--- config.mk ---
export PLATFORM = sky130hd
export DESIGN_NAME = aui_am_lock_rx
export DESIGN_NICKNAME = d
export VERILOG_FILES = /design/src/rtl/aui_am_lock_rx.sv
export SDC_FILE = /design/constraint.sdc
export NUM_CORES = 1
export LEC_CHECK = 0
export ABC_CLOCK_PERIOD_IN_PS = 5460
export CAP_MARGIN = 20
export CORE_UTILIZATION = 30
export CTS_CLUSTER_DIAMETER = 60
export DETAILED_ROUTE_END_ITERATION = 7
export GPL_TIMING_DRIVEN = 0
export PLACE_DENSITY = 0.57
export SLEW_MARGIN = 20
export SYNTH_ARGS = -nofsm -noshare
export SYNTH_HDL_FRONTEND = slang
export SYNTH_SLANG_ARGS = --single-unit
--- constraint.sdc ---
create_clock -name clk -period 5.46 [get_ports clk]
set_input_delay 1.638 -clock clk [delete_from_list [all_inputs] [get_ports clk]]
set_output_delay 1.638 -clock clk [all_outputs]
set_load 0.05 [all_outputs]
--- src/rtl/aui_am_lock_rx.sv ---
// aui_am_lock_rx: per-lane alignment-marker lock, AM stripping and payload forwarding.
// Define AM_ERR_CNT_EN to add the saturating o_am_err_cnt output.
module aui_am_lock_rx #(
   parameter int                          DATA_WIDTH   = 64,
   parameter logic [2*DATA_WIDTH-1:0]     AM_PATTERN   = 128'h9A4A26B665B5D9D9_FE8E0C260171F355,
   parameter int                          AM_PERIOD    = 20,
   parameter int                          LOCK_COUNT   = 3,
   parameter int                          UNLOCK_COUNT = 3
) (
   input  logic                  clk,
   input  logic                  rst,
   input  logic [DATA_WIDTH-1:0] i_data,
   input  logic                  i_valid,
   output logic [DATA_WIDTH-1:0] o_data,
   output logic                  o_valid,
   output logic                  o_am_lock,
   output logic                  o_am_seen,
   output logic                  o_am_err
`ifdef AM_ERR_CNT_EN
   ,
   output logic [15:0]           o_am_err_cnt
`endif
);
   localparam logic [1:0] SEARCH = 2'd0, VERIFY = 2'd1, LOCKED = 2'd2;
   localparam int PW = $clog2(AM_PERIOD + 2);
   localparam int GW = $clog2(LOCK_COUNT + 1);
   localparam int BW = $clog2(UNLOCK_COUNT + 1);
   localparam logic [PW-1:0] P_A = PW'(AM_PERIOD);
   localparam logic [PW-1:0] P_B = PW'(AM_PERIOD + 1);
   localparam logic [GW-1:0] LC = GW'(LOCK_COUNT);
   localparam logic [BW-1:0] UC = BW'(UNLOCK_COUNT);
   localparam logic [DATA_WIDTH-1:0] AM_A = AM_PATTERN[2*DATA_WIDTH-1:DATA_WIDTH];
   localparam logic [DATA_WIDTH-1:0] AM_B = AM_PATTERN[DATA_WIDTH-1:0];

   logic [1:0]            state_q, state_d;
   logic [PW-1:0]         pos_q, pos_d;
   logic [GW-1:0]         good_cnt_q, good_d;
   logic [BW-1:0]         bad_cnt_q, bad_d;
   logic [DATA_WIDTH-1:0] prev_word_q, data_q;
   logic                  valid_q, lock_q, seen_q, err_q;
   logic                  match, at_b, fwd;

   always_comb begin
      match = prev_word_q == AM_A && i_data == AM_B;
      at_b = i_valid && state_q != SEARCH && pos_q == P_B;
      fwd = i_valid && state_q == LOCKED && pos_q < P_A;
      state_d = state_q;
      pos_d = pos_q;
      good_d = good_cnt_q;
      bad_d = bad_cnt_q;
      if (i_valid && state_q == SEARCH) begin
         pos_d = '0;
         if (match) begin
            state_d = LOCK_COUNT == 1 ? LOCKED : VERIFY;
            good_d = GW'(1);
         end
      end else if (i_valid) begin
         pos_d = pos_q == P_B ? '0 : pos_q + PW'(1);
         if (at_b && state_q == VERIFY) begin
            good_d = match ? good_cnt_q + GW'(1) : '0;
            state_d = !match ? SEARCH : good_cnt_q + GW'(1) == LC ? LOCKED : VERIFY;
         end
         if (at_b && state_q == LOCKED) begin
            bad_d = match ? '0 : bad_cnt_q + BW'(1);
            // Lock is lost only on the UNLOCK_COUNT-th consecutive bad marker.
            if (!match && bad_cnt_q + BW'(1) == UC) begin
               state_d = SEARCH;
               bad_d = '0;
               good_d = '0;
            end
         end
      end
   end

   always_ff @(posedge clk or posedge rst) begin
      if (rst) begin
         state_q <= SEARCH;
         pos_q <= '0;
         good_cnt_q <= '0;
         bad_cnt_q <= '0;
         prev_word_q <= '0;
         data_q <= '0;
         valid_q <= 1'b0;
         lock_q <= 1'b0;
         seen_q <= 1'b0;
         err_q <= 1'b0;
      end else begin
         state_q <= state_d;
         pos_q <= pos_d;
         good_cnt_q <= good_d;
         bad_cnt_q <= bad_d;
         prev_word_q <= i_valid ? i_data : prev_word_q;
         data_q <= fwd ? i_data : data_q;
         valid_q <= fwd;
         lock_q <= state_d == LOCKED;
         seen_q <= at_b && match;
         err_q <= at_b && !match;
      end
   end

   assign o_data = data_q;
   assign o_valid = valid_q;
   assign o_am_lock = lock_q;
   assign o_am_seen = seen_q;
   assign o_am_err = err_q;

`ifdef AM_ERR_CNT_EN
   logic [15:0] err_cnt_q;

   always_ff @(posedge clk or posedge rst) begin
      if (rst) err_cnt_q <= '0;
      else err_cnt_q <= at_b && !match && err_cnt_q != 16'hFFFF ? err_cnt_q + 16'd1 : err_cnt_q;
   end

   assign o_am_err_cnt = err_cnt_q;
`endif
endmodule

==> results_dict.tcl <==
set metrics [dict create \
    status "finished clean" \
    drt-total-wl_microns 16000 \
    ir_drop_mv 0.233 \
    worst_pin_slew_ns 0.805 \
    grt_antenna_before_repair 0 \
    path_clk_slew_ns 0.05 \
    rsz0062_at_grt "no" \
    synth_fp_nets 606 \
    seq_area_frac_synth_pct 59.8 \
    vias 4554 \
    die_y_microns 143 \
    die_area_sq_um 20500 \
    setup.worst_path.start_class "input port" \
    p_leak_nw 3.84 \
    synth_flop_cell "dfrtp_1" \
    grt_pass1_wl_microns 25400 \
    grt-busiest-layer "met2" \
    finalCritPeriodShare_pct 69.4 \
    drc 0 \
    cts_made_buffers 17 \
    r2r-end "o_data[3]" \
    cap_violations 0 \
    holdWs_ns 0.471 \
    path_cells "clkdlybuf4s50_1 > nor4bb_1 > nand4_1 > nor4_4 > a2111oi_0 > a21o_1" \
    met3_usage_pct 4.23 \
    die_x_microns 143 \
    holdCritStartpoint "o_data[41]" \
    gp_congestion 0.789 \
    clock-sinks 143 \
    period_minus_slack_ns 3.79 \
    rrSetupSlack_ns 3.36 \
    fin_nets 764 \
    grt_use_met1_pct 21.9 \
    holdCritPathClass "reg2reg" \
    cts_buffer_depth 2 \
    core_area_sq_um 19500 \
    fin_cells 971 \
    ant_nets 0 \
    io_pins 135 \
    setup_tns_ns 0 \
    yosysUniqueCellTypes 40 \
    post_cts_buffers 0 \
    cp.arrival_ns 4.10 \
    grt_pass1_vias 4705 \
    first_pass_iters 4 \
    path_class "in2reg" \
    timing.final.hold_violations 0 \
    hold_buffers 0 \
    holdPathStages 2 \
    synth-edff-count 0 \
    setup_viol 0 \
    slowest_delay_ns 0.73 \
    setup_ws_ns 1.67 \
    avgSynthCellArea_sq_um 11.2 \
    hold_end "o_data[41]" \
    dp_slack_ns 1.36 \
    grt_use_total_pct 16.7 \
    cts.repair.resized 0 \
    finish.utilization_pct 42.9 \
    dp.final_hpwl_microns 12200 \
    dr.first_iter.drc_count 204 \
    final_max_slew_viol_count 0 \
    max_freq_ghz 0.264 \
    rows 51 \
    vias_per_cell 4.69 \
    relSlewSlack_pct 45.6 \
    final_area_sq_um 8370 \
    slowest_stage "nor4bb_1" \
    areaGrowthSynthToFinish_pct 40.0 \
    worst_setup_path_end_kind "register" \
    wl_per_cell_microns 16.5 \
    insertion_delay_ns 0.42 \
    htree_levels 4 \
    crit_required_ns 5.77 \
    met2_usage_pct 26.8 \
    ys_warn_count 0 \
    synth_seq_cells 143 \
    cts_tree "yes" \
    power_mw 2.51 \
    worst-path-max-fanout 5 \
    syn_inst 535 \
    skew_ns 0.00730 \
    cts-root-buf "clkbuf_16" \
    async_flop_share_pct 100 \
    start_util_pct 30.6 \
    grt_max_degree 31 \
    drive_gt1_share_pct 16.9 \
    syn-cell-area_sq_um 5980 \
    place_area_sq_um 7760 \
    crit-reg2reg-launch "state_q[0]" \
    portBuffers 134 \
    diodes 0 \
    dp.cells 939 \
    p_per_area_nw_per_um2 300 \
    r2r_cells 7 \
    overflow 0 \
]
-- flip-flops by register name (all words and copies together) (netlist names) --
| register | cells |
|---|---|
| o_am_seen | 1 |
| good_cnt_q | 2 |
| o_data | 64 |
| state_q | 2 |
| bad_cnt_q | 2 |
| o_am_err | 1 |
| o_am_lock | 1 |
| pos_q | 5 |
| prev_word_q | 64 |
| o_valid | 1 |
-- worst max-delay path by stage --
stage | start | end | slack, ns | cells after the start
2_1_floorplan | rst | bad_cnt_q[0] | 2.03 | 1
3_3_place_gp | rst | o_data[11] | 0.84 | 2
3_5_place_dp | i_data[15] | bad_cnt_q[1] | 1.36 | 6
4_1_cts | i_data[15] | bad_cnt_q[1] | 1.78 | 6
5_1_grt | i_data[15] | state_q[0] | 1.66 | 6
6_report | i_data[15] | bad_cnt_q[0] | 1.67 | 6
-- per-layer routing --
metal	part of all wire [%]	wire [microns]
met3	5.8	934
met1	46	7450
met5	0	0
met2	46	7450
met4	1.3	201
-- Yosys cell counts, types with 4 or more instances --
master / n / area [sq um]
nand3_1: 5 / 25.0
inv_1: 8 / 30.0
mux2_2: 64 / 721
a21oi_1: 4 / 20.0
ha_1: 4 / 50.1
buf_2: 8 / 40.0
nor4bb_1: 12 / 120
and4bb_2: 6 / 75.1
buf_1: 7 / 26.3
clkbuf_1: 10 / 37.5
nand2_1: 201 / 754
nand4_1: 8 / 50.1
nor2_1: 4 / 15.0
nor4b_1: 5 / 43.8
and4b_1: 7 / 70.1
dfrtp_1: 143 / 3580
o21ai_0: 8 / 40.0
-- cell families (layout without fill, tap and decap cells) --
logic type	after synthesis	count (layout)	share of synthesized area, %
xor+xnor	1	1	0.146
simple gates	262	262	21.8
flops	143	143	59.8
buf+inv	33	204	2.24
mux	66	66	12.4
compound gates	26	26	2.80
fa+ha+maj	4	4	0.837
-- area by class of cell --
class	count	area, sq um
flip-flops and latches	143	3580
plain buffers	25	104
fillers	1889	11200
well taps	265	332
inverters	8	33.8
clock buffers	23	478
multi-input cells	359	2270
clock inverters	9	131
repair buffers	139	1450
-- cell usage in the layout, fill, tap and decap left out, types with 5 or more instances in the layout --
cell type,synthesis,final
nand4_1,8,8
and4b_1,7,7
clkbuf_1,10,13
clkdlybuf4s50_1,0,134
nor4bb_1,12,12
mux2_2,64,64
nand2_1,201,201
and4bb_2,6,6
inv_1,8,7
dfrtp_1,143,143
clkbuf_16,0,17
buf_1,7,7
o21ai_0,8,8
buf_2,8,8
nand3_1,5,5
nor4b_1,5,5
-- power by group --
part	internal (mW)	switching, mW	leakage, nW	total, mW
registers	1.11	0.0225	1.85	1.13
logic	0.106	0.0765	1.68	0.182
clock network	0.755	0.441	0.302	1.20
total	1.97	0.540	3.84	2.51
-- critical path, delay by kind of cell --
| family | cells | cell delay [ns] |
|---|---|---|
| AND/OR/NAND/NOR | 3 | 1.55 |
| AO/OA/AOI/OAI | 2 | 0.38 |
| buffers and inverters | 1 | 0.52 |
Note: power is estimated with default switching activity, not from simulation.
